===== src/rtl/rate_detector.sv =====
// Recovers the 2-bit speed code from a stream of single-cycle enable pulses by
// measuring the pulse interval, classifying it, and locking after a stable streak.
module rate_detector #(
  parameter int CLOCK_FREQUENCY = 50000000,
  parameter int TOLERANCE       = 0,
  parameter int LOCK_COUNT      = 2,
  localparam int W              = $clog2(4*CLOCK_FREQUENCY+TOLERANCE+2)
) (
  input  logic         ClockIn,
  input  logic         Reset,
  input  logic         PulseIn,
  output logic [1:0]   SpeedOut,
  output logic         Locked,
  output logic [W-1:0] IntervalOut,
  output logic         MeasValid,
  output logic         Error
);

  localparam int MAXI = 4*CLOCK_FREQUENCY + TOLERANCE;
  localparam int SW   = $clog2(LOCK_COUNT+1);
  localparam logic [W-1:0]  MAXI_W = W'(MAXI);
  localparam logic [SW-1:0] LOCK_W = SW'(LOCK_COUNT);

  typedef enum logic [1:0] {IDLE, MEASURE, LOCKED} state_t;

  state_t        state_reg, state_next;
  logic [W-1:0]  cnt_reg, cnt_next;
  logic [1:0]    cand_reg, cand_next;
  logic [SW-1:0] streak_reg, streak_next;
  logic [1:0]    speed_reg, speed_next;
  logic          locked_reg, locked_next;
  logic [W-1:0]  interval_reg, interval_next;
  logic          meas_valid_reg, meas_valid_next;
  logic          error_reg, error_next;

  logic [W-1:0]  interval;
  logic [2:0]    band_hit;
  logic          matched;
  logic [1:0]    code;
  logic [SW-1:0] streak_inc;
  logic [SW-1:0] streak_new;

  assign interval = cnt_reg + W'(1);

  // Tolerance windows around 1x, 2x and 4x the nominal period
  genvar gi;
  generate
    for (gi = 0; gi < 3; gi++) begin : g_band
      localparam int NOM = CLOCK_FREQUENCY << gi;
      localparam logic [W-1:0] LO = W'(NOM - TOLERANCE);
      localparam logic [W-1:0] HI = W'(NOM + TOLERANCE);
      assign band_hit[gi] = (interval >= LO) && (interval <= HI);
    end
  endgenerate

  always_comb begin
    matched = 1'b1;
    code    = 2'b00;
    if (interval == W'(1))   code = 2'b00;
    else if (band_hit[0])    code = 2'b01;
    else if (band_hit[1])    code = 2'b10;
    else if (band_hit[2])    code = 2'b11;
    else                     matched = 1'b0;
  end

  always_comb begin
    streak_inc = (streak_reg >= LOCK_W) ? streak_reg : streak_reg + SW'(1);
  end

  always_comb begin
    state_next      = state_reg;
    cnt_next        = cnt_reg;
    cand_next       = cand_reg;
    streak_next     = streak_reg;
    speed_next      = speed_reg;
    locked_next     = locked_reg;
    interval_next   = interval_reg;
    meas_valid_next = 1'b0;
    error_next      = 1'b0;
    streak_new      = streak_reg;

    case (state_reg)
      IDLE: begin
        cnt_next = '0;
        if (PulseIn) state_next = MEASURE;
      end
      MEASURE, LOCKED: begin
        if (PulseIn) begin
          cnt_next        = '0;
          interval_next   = interval;
          meas_valid_next = 1'b1;
          if (!matched) begin
            error_next  = 1'b1;
            streak_next = '0;
            locked_next = 1'b0;
            state_next  = MEASURE;
          end else if (!(state_reg == LOCKED && code == speed_reg)) begin
            // A new code seen while locked restarts the streak at one
            streak_new  = (state_reg == LOCKED || code != cand_reg) ? SW'(1) : streak_inc;
            cand_next   = code;
            streak_next = streak_new;
            if (streak_new >= LOCK_W) begin
              state_next  = LOCKED;
              speed_next  = code;
              locked_next = 1'b1;
            end else begin
              state_next  = MEASURE;
              locked_next = 1'b0;
            end
          end
        end else if (cnt_reg == MAXI_W) begin
          error_next  = 1'b1;
          state_next  = IDLE;
          locked_next = 1'b0;
          streak_next = '0;
          cnt_next    = '0;
        end else begin
          cnt_next = cnt_reg + W'(1);
        end
      end
      default: state_next = IDLE;
    endcase
  end

  always_ff @(posedge ClockIn) begin
    if (Reset) begin
      state_reg      <= IDLE;
      cnt_reg        <= '0;
      cand_reg       <= 2'b00;
      streak_reg     <= '0;
      speed_reg      <= 2'b00;
      locked_reg     <= 1'b0;
      interval_reg   <= '0;
      meas_valid_reg <= 1'b0;
      error_reg      <= 1'b0;
    end else begin
      state_reg      <= state_next;
      cnt_reg        <= cnt_next;
      cand_reg       <= cand_next;
      streak_reg     <= streak_next;
      speed_reg      <= speed_next;
      locked_reg     <= locked_next;
      interval_reg   <= interval_next;
      meas_valid_reg <= meas_valid_next;
      error_reg      <= error_next;
    end
  end

  assign SpeedOut    = speed_reg;
  assign Locked      = locked_reg;
  assign IntervalOut = interval_reg;
  assign MeasValid   = meas_valid_reg;
  assign Error       = error_reg;

endmodule


===== config.mk =====
export PLATFORM = sky130hd
export DESIGN_NAME = rate_detector
export DESIGN_NICKNAME = d
export VERILOG_FILES = /design/src/rtl/rate_detector.sv
export SDC_FILE = /design/constraint.sdc
export NUM_CORES = 1
export LEC_CHECK = 0
export CORE_MARGIN = 1
export CORE_UTILIZATION = 55
export DETAILED_ROUTE_END_ITERATION = 8
export PLACE_DENSITY_LB_ADDON = 0.25
export SYNTH_ARGS = -nofsm -noshare
export SYNTH_HDL_FRONTEND = slang
export SYNTH_SLANG_ARGS = --single-unit

===== constraint.sdc =====
create_clock -name ClockIn -period 4.7 [get_ports ClockIn]
set_input_delay 0.705 -clock ClockIn [delete_from_list [all_inputs] [get_ports ClockIn]]
set_output_delay 0.705 -clock ClockIn [all_outputs]
set_load 0.005 [all_outputs]

# --- After elaboration in Yosys (flattened, before gate mapping) ---
# Cells that the tools add are included.
op_classes:
  bitwise_logic: 2
  n_reduce_logical: 15
  muxes: 32
  n_lt_le_gt_ge: 8
  addsub: 2
  n_eq_ne: 10
op_table:
  columns: ["cell", "n"]
  rows:
  - ["$mux 28", 2]
  - ["$pmux 28 s2", 1]
  - ["$mux 2", 15]
  - ["$add 28x1->28 const B", 1]
  - ["$eq 28x1->1 const B", 1]
  - ["$eq 28x28->1 const B", 1]
  - ["$ge 28x26->1 const B", 1]
  - ["$ge 28x27->1 const B", 1]
  - ["$ge 28x28->1 const B", 1]
  - ["$le 28x26->1 const B", 1]
  - ["$le 28x27->1 const B", 1]
  - ["$le 28x28->1 const B", 1]
  - ["$mux 1", 13]
  - ["$ne 3x3->1 const B", 2]
  - ["$reduce_and 3->1", 2]
  - ["$reduce_and 5->1", 1]
  - ["$ge 2x2->1 const B", 2]
  - ["$logic_and 1x1->1", 4]
  - ["$ne 4x4->1 const B", 1]
  - ["$pmux 2 s2", 1]
  - ["$reduce_and 4->1", 1]
  - ["$reduce_bool 2->1", 2]
  - ["$reduce_or 2->1", 2]
  - ["$add 2x1->2 const B", 1]
  - ["other kinds (9)", 10]
word_totals:
  inputBits: 3
  output_inout_bits: 33
  elab_cells: 78
  register_bits: 67

# --- Longest topological paths before layout ---
# Gate-level depths: netlist of the first run.
depth:
  depth_word: 16
  ltp_mapped: 15
  depth_no_buf: 12

# --- Least setup slack after synthesis of the first run ---
# Ideal clock, no wire load.
synth_timing:
  kind: "flip-flop to flip-flop"
  startpoint: "reg cnt_reg[0]"
  endpoint: "reg state_reg[0]"
  n_path_buf: 2
  setup_slack_ps: 1084
  t_arrival_ps: 3545
  synth_period_minus_slack_ps: 3616
  setup_time_ps: 70
  path_stages_with_launch: 15
  t_required_ps: 4630
  cell_sequence: "dfxtp_1 > ha_1 > buf_4 > and3_1 > buf_2 > nand2_2 > o41a_1 > a311o_1 > or4_4 > a2bb2oi_1 > o211a_1 > o211ai_2 > o21ai_2 > or4_1 > a21oi_1"
synth_between:
  elab_chain_len: 16
  elab_cells_between_ends: 34
  cone_classes: "add/sub (1); order compare (7); eq/ne (6); mux (14); reduce/logical (6)"
synth_rtl:
  columns: ["element", "line", "text"]
  rows:
  - ["start: declaration", "27", "logic [W-1:0] cnt_reg, cnt_next;"]
  - ["start signal: assignment", "138", "cnt_reg <= cnt_next;"]
  - ["$add 28x1->28", "43", "assign interval = cnt_reg + W'(1);"]
  - ["$ge 28x28->1 or $le 28x28->1 (tied branches)", "52", "assign band_hit[gi] = (interval >= LO) && (interval <= HI);"]
  - ["$logic_and 1x1->1", "52", null]
  - ["$mux 2", "62", "else if (band_hit[2]) code = 2'b11;"]
  - ["$mux 2", "61", "else if (band_hit[1]) code = 2'b10;"]
  - ["$mux 2", "60", "else if (band_hit[0]) code = 2'b01;"]
  - ["$mux 2", "59", "if (interval == W'(1)) code = 2'b00;"]
  - ["$ne 2x2->1", "99", "streak_new = (state_reg == LOCKED || code != cand_reg) ? SW'(1) : streak_inc;"]
  - ["$logic_or 1x1->1", "99", null]
  - ["$mux 2", "99", null]
  - ["$ge 2x2->1", "102", "if (streak_new >= LOCK_W) begin"]
  - ["$mux 2", "102", null]
  - ["$mux 2", "97", "end else if (!(state_reg == LOCKED && code == speed_reg)) begin"]
  - ["$mux 2", "92", "if (!matched) begin"]
  - ["$mux 2", "88", "if (PulseIn) begin"]
  - ["$pmux 2 s2", "82", "case (state_reg)"]
  - ["end signal: assignment", "137", "state_reg <= state_next;"]
  - ["end: declaration", "26", "state_t state_reg, state_next;"]
# Parallel ways exist; a longest one is shown, timed or not. The select of a mux whose other input is x is not followed.
# A chain may end at the register's enable or synchronous reset.

# --- Final worst setup path of the first run ---
layout_timing:
  startpoint: "reg cnt_reg[0]"
  endpoint: "reg cand_reg[0]"
layout_between:
  elab_chain_len: 11
  elab_cells_between_ends: 23
  cone_classes: "add/sub (1); order compare (6); eq/ne (2); mux (8); bitwise (1); reduce/logical (5)"
layout_rtl:
  columns: ["element", "line", "text"]
  rows:
  - ["$add 28x1->28 (*)", "43", null]
  - ["$ge 28x28->1 or $le 28x28->1 (tied branches)", "52", null]
  - ["$logic_and 1x1->1", "52", null]
  - ["$mux 2", "62", null]
  - ["$mux 2", "61", null]
  - ["$mux 2", "60", null]
  - ["$mux 2", "59", null]
  - ["$eq 2x2->1", "97", null]
  - ["$logic_and 1x1->1", "97", null]
  - ["$not 1->1 (no source line)", null, null]
  - ["$reduce_and 4->1 (no source line)", null, null]
  - ["end signal: assignment", "139", "cand_reg <= cand_next;"]
  - ["end: declaration", "28", "logic [1:0] cand_reg, cand_next;"]
# Every way passes the cells marked *; elsewhere a longest branch is shown, timed or not.

==> flow_summary.json, run 1 <==
{
  "r2r-start": "cnt_reg[0]",
  "die_h_um": 86.3,
  "whs_ps": 461,
  "ys_warn_count": 0,
  "cp-startpoint": "cnt_reg[0]",
  "firstDrtPassIters": 5,
  "clkTransAtPathRegs_ps": 70,
  "synthMuxAreaShare_pct": 0.512,
  "placed_cell_area_um2": 4240,
  "fmax_mhz": 230,
  "syn_avg_cell_area_um2": 7.65,
  "finalNetCount": 532,
  "timing.slew.headroom_pct": 21.3,
  "cts_root_buf": "clkbuf_8",
  "clk_latency_ps": 360,
  "ioPinCount": 36,
  "slew_viol_final": 0,
  "worstSetupEndpointType": "register",
  "yosys.area.top_type_share_pct": 33.8,
  "synth_largest_area_cell": "dfxtp_1",
  "ff_latch_area_um2": 1320,
  "p_per_area_nw_per_um2": 302,
  "post_cts_resize_count": 0,
  "synth-seq-area-share_pct": 33.8,
  "htreeDepth": 3,
  "fin_skew_ps": 12.4,
  "synth_top_family_by_area": "simple AND/OR/NAND/NOR gates",
  "synth-edff-count": 0,
  "die_area_um2": 7450,
  "cts_tree": "yes",
  "worst_pin_slew_ps": 1180,
  "synth-seq-cells": 66,
  "grt_pass1_wl_um": 17800,
  "synth_xor_area_share_pct": 4.70,
  "timing_worst_setup_path_type": "register to register",
  "finalHoldViolCount": 0,
  "avgRoutedWirePerCell_um": 17.6,
  "grt-ovfl-total": 0,
  "netlist_area_um2": 3910,
  "fp.dieW_um": 86.3,
  "synth_simple_gate_area_share_pct": 32.1,
  "hold_path.class": "register to register",
  "final_cell_mix": "nor2_1, dfxtp_1, a21oi_1, clkdlybuf4s50_1, nand2_1",
  "antenna_found_initial": 0,
  "layout_commonest_cell": "nor2_1",
  "dp.final_hpwl_um": 7810,
  "cp.required_ps": 4900,
  "clock_power_share_pct": 40.6,
  "gp_congestion": 0.967,
  "finalSetupViolations": 0,
  "viasPerCell": 6.29,
  "fin_crit_ps": 4360,
  "synth_cell_types": 64,
  "final_area_um2": 4470,
  "fin_util_pct": 65.4,
  "fin_tns_setup_ps": 0,
  "cp_max_fo": 11,
  "vias": 3920,
  "holdBufCountCts": 0,
  "seqPwrFrac_pct": 44.9,
  "multi_input_comb_area_um2": 2330,
  "drc": 0,
  "synthCells": 511,
  "synthToLayoutAreaGrowth_pct": 14.3,
  "cts_num_sinks": 66,
  "cp_data_arrival_time_ps": 4560,
  "grt_pass1_vias": 3448,
  "core_area_um2": 6830,
  "cp-start-kind": "register",
  "swShare_pct": 26.4,
  "start_util_pct": 57.2,
  "port-buffer-count": 35,
  "track_usage_pct": 30.7,
  "synthAdderAreaFrac_pct": 2.24,
  "intPower_uw": 994,
  "rows": 30,
  "drt_iter0_drc": 352,
  "async_reset_ff_share_pct": 0,
  "p_switching_uw": 356,
  "period_share_pct": 92.7,
  "drive_above_1_share_pct": 7.40,
  "synthTopCellsByArea": "dfxtp_1, nor2_1, a21oi_1",
  "grt_max_degree": 67,
  "ir_drop_v": 0.000148,
  "rsz0062_at_grt": "no",
  "fillCellCount": 619,
  "synth_compound_area_share_pct": 20.2,
  "synth_ff_type": "dfxtp_1",
  "clock_path_buffers": 2,
  "n_antenna_cell": 0,
  "p_comb_share_pct": 14.5,
  "hp-start": "streak_reg[0]",
  "cellLeakagePower_nw": 1.51,
  "postRouteAntennaNets": 0,
  "status": "complete, no violations",
  "numCtsBuffers": 9,
  "synth_nets": 521,
  "max_cap_viol_count": 0,
  "post_cts_buffers": 0,
  "wirelength_um": 11000
}
## final cells by class
class / count / area share, %
clock buffer: 10 / 3.08
clock inverter: 6 / 2.02
inverter: 16 / 1.34
multi-input combinational: 386 / 52.2
sequential: 66 / 29.6
tap: 96 / 2.69
timing repair buffer: 43 / 9.07
## synth_stat cells (3+ instances only)
cell type   n
ha_1        7
nand4b_1    4
a22oi_1    11
buf_2       9
clkbuf_1   26
nand4_1     9
inv_1      16
o31a_1      3
dfxtp_1    66
buf_4       5
xnor2_1    12
nor2_1     87
or3_1      13
nor2b_1     3
nor3_1     22
a21oi_1    35
nor4_1     14
o21ai_0    24
a31oi_1     3
nand2_1    27
xor2_1      9
nand2b_1    3
and2_1      6
nand3b_1    5
a21o_1      3
and4_1      6
nand3_1    15
a211oi_1   17
or4_1       4
## per-stage QoR
| step | total power [mW] | std cells | setup WS (ps) |
|---|---|---|---|
| floorplan | 0.733 | 511 | 1080 |
| global placement | 0.808 | 607 | 549 |
| detailed placement | 0.814 | 607 | 439 |
| CTS | 1.35 | 623 | 413 |
| global route | 1.40 | 623 | 25.7 |
| finish | 1.35 | 623 | 344 |
## cells by family (layout without fill, tap and decap cells)
logic type               after synthesis  after routing
AO/OA/AOI/OAI                        120            120
multiplexers                           2              2
buffers and inverters                 59             75
XOR/XNOR                              21             21
adder cells (fa/ha/maj)                7              7
AND/OR/NAND/NOR                      236            236
flip-flops                            66             66
## worst paths after layout
check                           slack [ps]  cells after the start       endpoint
worst max-delay path                   340                     12    cand_reg[0]
worst min-delay path                   460                      2  streak_reg[0]
worst max register to register         340                     12    cand_reg[0]
worst min register to register         460                      2  streak_reg[0]
## worst max-delay path, stage by stage (launching register included)
cell       delay [ps]
dfxtp_1           560
ha_1              430
and3_1            330
nand2_2           170
o41a_1            460
a311o_1           340
or4_4             540
a2bb2oi_1         180
o211a_1           240
o211ai_2          230
nor2b_1           410
mux2i_1           250
nor2_1             50
## power by group through the flow
stage | clock (mW) | sequential, mW | combinational [mW]
final | 0.547 | 0.606 | 0.196
after global routing | 0.573 | 0.609 | 0.215
after CTS | 0.550 | 0.606 | 0.195
after detailed placement | 0 | 0.619 | 0.194
after global placement | 0 | 0.617 | 0.191
after floorplan | 0 | 0.619 | 0.114
## metal layers
| metal | vias to the layer above | track usage (%) | routed length, µm |
|---|---|---|---|
| met5 | - | 0 | 0 |
| met3 | 25 | 7.14 | 929 |
| met2 | 192 | 45.5 | 4770 |
| met1 | 1829 | 43.3 | 4950 |
| met4 | 0 | 11.7 | 310 |
| li1 | 1874 | - | - |
Note: power is estimated with default switching activity, not from simulation.
==> run 2: changes to the inputs <==
SETUP_SLACK_MARGIN = 0.05   (was unset)
==> run 2 against run 1 <==
  * Clock power is essentially flat
  * Cell area is essentially flat
  * Largest power group unchanged
  * Global-route usage is the same
  * Non-clock buffer count is the same
  * Clock-buffer cell count is the same
  * Cell count is the same
  * Sequential share of layout area is essentially flat
==> flow_summary.json, run 2 (synthesized netlist as in run 1, its figures left out) <==
{
  "ioPinCount": 36,
  "dpl_worst_slack_ps": 439,
  "finalSetupViolations": 0,
  "seqPwrFrac_pct": 45.0,
  "status": "complete, no violations",
  "r2r_slack_ps": 370,
  "p_per_area_nw_per_um2": 301,
  "numCtsBuffers": 9,
  "synthToLayoutAreaGrowth_pct": 14.3,
  "htreeDepth": 3,
  "rows": 30,
  "worstSetupEndpointType": "register",
  "cp_max_fo": 11,
  "gp_congestion": 0.967,
  "fmax_mhz": 231,
  "p_comb_share_pct": 14.5,
  "wirelength_um": 10900,
  "grt-ovfl-total": 0,
  "period_share_pct": 92.2,
  "timing_worst_setup_path_type": "register to register",
  "hp-start": "streak_reg[0]",
  "grt_max_degree": 67,
  "antenna_found_initial": 0,
  "viasPerCell": 6.27,
  "die_area_um2": 7450,
  "cts_tree": "yes",
  "cp.required_ps": 4900,
  "cellLeakagePower_nw": 1.51,
  "post_cts_resize_count": 0,
  "cp_data_arrival_time_ps": 4540,
  "cp-startpoint": "cnt_reg[0]",
  "track_usage_pct": 30.7,
  "fp.dieW_um": 86.3,
  "slew_viol_final": 0,
  "cp-start-kind": "register",
  "layout_commonest_cell": "nor2_1",
  "firstDrtPassIters": 5,
  "timing.slew.headroom_pct": 21.8,
  "clkTransAtPathRegs_ps": 70,
  "start_util_pct": 57.2,
  "whs_ps": 461,
  "intPower_uw": 994,
  "fin_tns_setup_ps": 0,
  "hold_path.class": "register to register",
  "drc": 0,
  "worst_pin_slew_ps": 1170,
  "setup_ws_ps": 365,
  "r2r-start": "cnt_reg[0]",
  "die_h_um": 86.3,
  "finalHoldViolCount": 0,
  "p_switching_uw": 354,
  "rsz0062_at_grt": "no",
  "final_cell_mix": "nor2_1, dfxtp_1, a21oi_1, clkdlybuf4s50_1, nand2_1",
  "swShare_pct": 26.3,
  "max_cap_viol_count": 0,
  "fin_skew_ps": 11.5,
  "fin_crit_ps": 4330,
  "postRouteAntennaNets": 0,
  "n_antenna_cell": 0,
  "drive_above_1_share_pct": 7.40,
  "holdBufCountCts": 0,
  "clock_path_buffers": 2,
  "cts_root_buf": "clkbuf_8",
  "clock_power_share_pct": 40.5,
  "clk_latency_ps": 360,
  "cts_num_sinks": 66,
  "grt_pass1_wl_um": 17800,
  "post_cts_buffers": 0,
  "vias": 3908,
  "finalNetCount": 532,
  "core_area_um2": 6830,
  "ir_drop_v": 0.000148,
  "grt_pass1_vias": 3448,
  "drt_iter0_drc": 368,
  "dp.final_hpwl_um": 7810,
  "port-buffer-count": 35,
  "avgRoutedWirePerCell_um": 17.5
}
==> run 2: cell types whose count changed in the layout (fill, tap and decap cells not counted) <==
cell       before  now
a2111oi_0       2    1
a2111oi_1       0    1
==> run 2: power groups by stage <==
| stage | sequential [mW] | clock (mW) | combinational [mW] |
|---|---|---|---|
| CTS | 0.606 | 0.550 | 0.195 |
| floorplan | 0.619 | 0 | 0.114 |
| global route | 0.609 | 0.573 | 0.215 |
| global placement | 0.617 | 0 | 0.191 |
| finish | 0.606 | 0.546 | 0.195 |
| detailed placement | 0.619 | 0 | 0.194 |
==> run 2: routing by layer <==
metal | track usage [%] | wire length (µm) | up-vias | share of wire, %
li1 | - | - | 1869 | -
met1 | 43.3 | 4960 | 1801 | 45
met2 | 45.5 | 4700 | 210 | 43
met3 | 7.14 | 954 | 28 | 8.7
met4 | 11.7 | 304 | 0 | 2.8
met5 | 0 | 0 | - | 0
==> run 2: area by class of cell <==
cell class / count / area (µm²)
Fill cell: 618 / 2360
Clock buffer: 10 / 138
Clock inverter: 6 / 90.1
Multi-Input combinational cell: 386 / 2340
Tap cell: 96 / 120
Timing Repair Buffer: 43 / 405
Sequential cell: 66 / 1320
Inverter: 16 / 60.1
==> run 2: through the flow <==
stage | util [%] | cells | power (mW) | instance area [µm²]
2_1_floorplan | - | 511 | 0.733 | 3910
3_3_place_gp | 62.1 | 607 | 0.808 | 4240
3_5_place_dp | 62.1 | 607 | 0.814 | 4240
4_1_cts | 65.4 | 623 | 1.35 | 4470
5_1_grt | 65.4 | 623 | 1.40 | 4470
6_report | 65.4 | 623 | 1.35 | 4470
==> run 2: worst paths after layout <==
| kind | endpoint | depth (start not counted) |
|---|---|---|
| worst min-delay path | streak_reg[0] | 2 |
| worst min register to register | streak_reg[0] | 2 |
| worst max register to register | cand_reg[0] | 12 |
| worst max-delay path | cand_reg[0] | 12 |
==> run 2: critical path, cell delays in order, from the launching register on <==
cell       delay [ps]
dfxtp_1           560
ha_1              420
and3_1            330
nand2_2           170
o41a_1            460
a311o_1           340
or4_4             540
a2bb2oi_1         180
o211a_1           240
o211ai_2          220
nor2b_1           410
mux2i_1           250
nor2_1             50
